==> config.mk <==
export PLATFORM = sky130hd
export DESIGN_NAME = instr_fetch
export DESIGN_NICKNAME = d
export VERILOG_FILES = /design/src/rtl/cpu_pkg.sv /design/src/rtl/instr_fetch.sv
export SDC_FILE = /design/constraint.sdc
export NUM_CORES = 1
export LEC_CHECK = 0
export ABC_AREA = 1
export CAP_MARGIN = 10
export CORE_ASPECT_RATIO = 0.8
export CORE_MARGIN = 2
export CORE_UTILIZATION = 30
export CTS_CLUSTER_DIAMETER = 40
export CTS_CLUSTER_SIZE = 25
export DETAILED_ROUTE_END_ITERATION = 10
export DONT_BUFFER_PORTS = 1
export GPL_TIMING_DRIVEN = 0
export PLACE_DENSITY = 0.54
export SLEW_MARGIN = 30
export SYNTH_ARGS = -nofsm -noshare
export SYNTH_HDL_FRONTEND = slang
export SYNTH_SLANG_ARGS = --single-unit
==> constraint.sdc <==
create_clock -name clk -period 2.2 [get_ports clk]
set_input_delay 0.22 -clock clk [delete_from_list [all_inputs] [get_ports clk]]
set_output_delay 0.22 -clock clk [all_outputs]
set_load 0.005 [all_outputs]
==> src/rtl/cpu_pkg.sv <==
// cpu_pkg: shared instruction encodings, fetch FSM states and operand-length helper
package cpu_pkg;
  localparam logic [1:0] MODE_IMM = 2'b00;
  localparam logic [1:0] MODE_DIR = 2'b01;
  localparam logic [1:0] MODE_INDIR = 2'b10;
  localparam logic [1:0] MODE_REG = 2'b11;
  localparam logic [5:0] OP_HALT = 6'h3F;
  localparam logic [5:0] OP_IMPLIED_MAX = 6'h07;
  typedef enum logic [2:0] {
    IDLE,
    FETCH_OP,
    LATCH_OP,
    FETCH_OPND,
    LATCH_OPND,
    VALID,
    HALTED
  } fetch_state_t;
  function automatic logic has_operand(input logic [5:0] op);
    return op > OP_IMPLIED_MAX;
  endfunction
endpackage

==> src/rtl/instr_fetch.sv <==
// instr_fetch: fetches one- or two-byte instructions from synchronous RAM and presents them decoded
module instr_fetch
  import cpu_pkg::*;
#(
  parameter int RAM_ADDR_WIDTH = 8,
  parameter int RAM_DATA_WIDTH = 8,
  parameter int OPCODE_WIDTH = 6,
  parameter int MODE_WIDTH = 2,
  parameter int OPERAND_WIDTH = 8
) (
  input  logic                      clk,
  input  logic                      rst_n,
  input  logic                      run,
  input  logic [RAM_DATA_WIDTH-1:0] fetch_data,
  input  logic                      branch_en,
  input  logic [RAM_ADDR_WIDTH-1:0] branch_target,
  input  logic                      instr_ready,
  output logic                      fetch_rd_en,
  output logic [RAM_ADDR_WIDTH-1:0] fetch_addr,
  output logic                      instr_valid,
  output logic [OPCODE_WIDTH-1:0]   opcode_out,
  output logic [MODE_WIDTH-1:0]     mode_out,
  output logic [OPERAND_WIDTH-1:0]  operand_out,
  output logic [RAM_ADDR_WIDTH-1:0] instr_pc,
  output logic                      halted
);
  fetch_state_t state;
  logic [RAM_ADDR_WIDTH-1:0] pc;
  logic [OPCODE_WIDTH-1:0] op;
  assign op = fetch_data[RAM_DATA_WIDTH-1 -: OPCODE_WIDTH];
  assign fetch_rd_en = state == FETCH_OP || state == FETCH_OPND;
  assign fetch_addr = fetch_rd_en ? pc : '0;
  assign instr_valid = state == VALID;
  assign halted = state == HALTED;
  // Fetch sequencer: a branch outside IDLE/HALTED abandons whatever is in flight and refetches at the target
  always_ff @(posedge clk or negedge rst_n) begin
    if (!rst_n) begin
      state <= IDLE;
      pc <= '0;
      instr_pc <= '0;
      opcode_out <= '0;
      mode_out <= '0;
      operand_out <= '0;
    end else if (branch_en && state != IDLE && state != HALTED) begin
      pc <= branch_target;
      state <= FETCH_OP;
    end else begin
      case (state)
        IDLE: begin
          if (branch_en) pc <= branch_target;
          if (run) state <= FETCH_OP;
        end
        FETCH_OP: state <= LATCH_OP;
        LATCH_OP: begin
          opcode_out <= op;
          mode_out <= fetch_data[MODE_WIDTH-1:0];
          operand_out <= '0;
          instr_pc <= pc;
          pc <= pc + 1'b1;
          state <= op == OPCODE_WIDTH'(OP_HALT) ? HALTED : has_operand(6'(op)) ? FETCH_OPND : VALID;
        end
        FETCH_OPND: state <= LATCH_OPND;
        LATCH_OPND: begin
          operand_out <= OPERAND_WIDTH'(fetch_data);
          pc <= pc + 1'b1;
          state <= VALID;
        end
        VALID: if (instr_ready) state <= run ? FETCH_OP : IDLE;
        HALTED: if (branch_en) pc <= branch_target;
        default: state <= IDLE;
      endcase
    end
  end
endmodule

==> impl_metrics.csv <==
group,metric,value,unit
status,status,"complete, no violations",
yosys,synth.distinct_cells,18,
yosys,ys_warn_count,0,
yosys,yosys.area.top_type,"dfrtp_1",
finish,nets,275,
worst_setup_path,reg2reg_from,"state[1]",
yosys,synthArstFlopShare,100,%
die,initial_core_util,30.7,%
finish,drive_gt1_share,9.84,%
finish,antennaDiodeCount,0,
sta,period_needed,1590,ps
worst_setup_path,crit_end,"fetch_addr[6]",
worst_hold_path,holdCritPathClass,"primary input to flop",
worst_setup_path,reg2regPathDepth,5,
clock_network,clock-sinks,35,
die,die_w,90.3,um
clock_network,cts_tree,"done",
sta,fin_tns_setup,0,ps
worst_setup_path,max_stage_delay,450,ps
global_routing,grt_max_degree,36,
drt,final_antenna_net_count,0,
global_routing,grt.overflow.total,0,
clock_network,clk_latency,290,ps
drt,drc,0,
finish,area_delta_synth_final,12.1,%
clock_network,cts_root_buf,"clkbuf_8",
finish,fin_cells,335,
clock_network,cts_setup_buffers,0,
pwr,power_leakage,1.06,nW
sta,clock.fmax,627,MHz
global_routing,first_global_vias,1501,
worst_setup_path,worst_path_max_delay_cell,"dfrtp_1",
drt,drt-pass1-iter-count,4,
yosys,syn_area,0.00179,mm2
worst_setup_path,worstSetupPathType,"flop to primary output",
worst_setup_path,path_depth,3,
clock_network,cts_htree_levels,2,
sta,maxSlewHeadroom,80.2,%
sta,setup_viol_count_final,0,
worst_setup_path,critPathTopFamily,"flip-flops",
worst_setup_path,cp_num_buf_inv,1,
drt,vias_per_cell,4.57,
placement,dp_cells,325,
yosys,synth-main-ff-cell,"dfrtp_1",
clock_network,clk_pin_slew,70,ps
sta,hold_violations,0,
worst_setup_path,r2r_end,"operand_out[7]",
yosys,netlist_top_cells_area,"dfrtp_1 (49%), nand2_1 (15%), inv_1 (7.3%)",
yosys,synth_edf_count,0,
die,fp.coreArea,0.00582,mm2
worst_setup_path,arrival,1370,ps
worst_setup_path,reg2reg_slack,700,ps
yosys,netlist_top_cells_count,"nand2_1 (73), dfrtp_1 (35), inv_1 (35), nand3_1 (23), nor2_1 (23)",
yosys,avgSynthCellArea,7.33,um2
sta,skew,7.34,ps
worst_setup_path,cp_cell_sequence,"nor2_1, inv_1, nor2_1",
worst_setup_path,start_kind,"flop",
die,dieArea,0.00660,mm2
worst_setup_path,cp_common_cell,"nor2_1",
drt,totalWireLength,4540,um
clock_network,clockBufferDepth,2,
die,ios,56,
die,fp.dieH,73.1,um
die,fp-row-count,25,
yosys,ys_seq_area_share,49.0,%
drt,post_drt_wl_per_cell,13.6,um
pwr,p_per_area,614,mW/mm2
drt,vias,1531,
global_routing,track_usage,15.0,%
sta,grt_setup_unrepaired,"false",
sta,drv_slew,0,
placement,gp_congestion,0.782,
drt,drt_iter0_markers,68,
yosys,ys_ff_latch,35,
job,drv_cap,0,
placement,place_hpwl,3370,um
worst_setup_path,required,1980,ps
pwr,vdd_drop_max,0.000198,V
sta,worst_pin_slew,297,ps
finish,post-route-util,34.5,%
finish,fillers,663,
yosys,synth_top_cell_area_share,49.0,%
yosys,synth_nets,266,
worst_setup_path,path_max_fanout,8,
placement,portBuffers,0,
global_routing,grt_pass1_wl,7670,um
global_routing,grt_antenna_before_repair,0,
worst_setup_path,crit_path_start,"state[2]",
clock_network,cts_inserted_buffers,5,
yosys,yosysMostFrequentCell,"nand2_1",
worst_setup_path,endpoint_kind,"primary output",
yosys,synth_cells,244,
sta,post-route-period-util,72.5,%
==> how the worst min path moves through the flow <==
| stage | from | end | slack (ps) | depth (start not counted) |
|---|---|---|---|---|
| floorplan | rst_n | instr_pc[0] | -80 | 0 |
| global placement | rst_n | instr_pc[3] | -70 | 0 |
| detailed placement | rst_n | mode_out[1] | -70 | 0 |
| CTS | fetch_data[2] | opcode_out[0] | 60 | 2 |
| global route | fetch_data[2] | opcode_out[0] | 70 | 2 |
| finish | fetch_data[2] | opcode_out[0] | 70 | 2 |
==> cell families after synthesis <==
kind of cell               after synthesis  share of synthesized area (%)
and+or+nand+nor                        133                           31.8
buffers and inverters                   44                           9.66
DFF                                     35                           49.0
AOI/OAI and AO/OA                       31                           8.82
adders and majority gates                1                          0.700
==> sequential cells by signal, indices dropped and copies added, names as in the netlist <==
name         flops
instr_pc         8
mode_out         2
opcode_out       6
operand_out      8
pc               8
state            3
==> what timing repair did <==
action,CTS,global route
endpoints found under the hold margin,35,0
hold buffers,2,0
gates resized for setup,0,0
==> report_power, final <==
group	internal (mW)	switching, mW	total, mW
clock	0.221	0.246	0.467
combinational	0.0303	0.0637	0.0940
sequential	0.656	0.0131	0.669
total	0.908	0.323	1.23
==> worst reg2reg max path: stages (launching register included) <==
cell	delay, ps
dfrtp_1	450
nor2_2	210
nand3_1	270
buf_2	270
nand3_1	90
o21ai_0	80
==> per-stage QoR <==
step	power, mW	area (um2)	worst slack, ps	hold WS, ps
finish	1.23	2000	606	68.5
global route	1.29	2000	409	65.4
CTS	1.25	2000	552	63.5
detailed placement	0.758	1890	684	-74.7
global placement	0.758	1890	688	-74.4
floorplan	0.738	1790	995	-75.6
==> cell type report <==
cell class / count / area [um2] / share of cell area, %
repair buffers: 2 / 30.0 / 1.50
multi-input cells: 165 / 739 / 36.9
well taps: 81 / 101 / 5.06
plain buffers: 6 / 30.0 / 1.50
clock inverters: 2 / 12.5 / 0.624
clock buffers: 6 / 72.6 / 3.62
inverters: 38 / 143 / 7.12
flip-flops and latches: 35 / 876 / 43.7
==> placed cells by master (no fill, tap or decap), types with 2 or more instances in the layout <==
cell and count:
inv_2 3, inv_1 35, nand3b_1 2, buf_2 6, clkbuf_8 5, nor2_1 23
nor3_1 3, or2_2 3, o21ai_1 7, a21oi_1 3, nand3_1 23, dfrtp_1 35
o21ai_0 20, nand3_2 2, nand2_1 73, nor2_2 3
==> metal layers <==
| layer | GRT usage, % | vias up | wire [um] |
|---|---|---|---|
| li1 | - | 774 | - |
| met1 | 20.6 | 708 | 2270 |
| met2 | 21.1 | 41 | 1830 |
| met3 | 6.10 | 8 | 366 |
| met4 | 5.64 | 0 | 76 |
| met5 | 0 | - | 0 |
No activity file was read; power rests on OpenSTA's default activity.
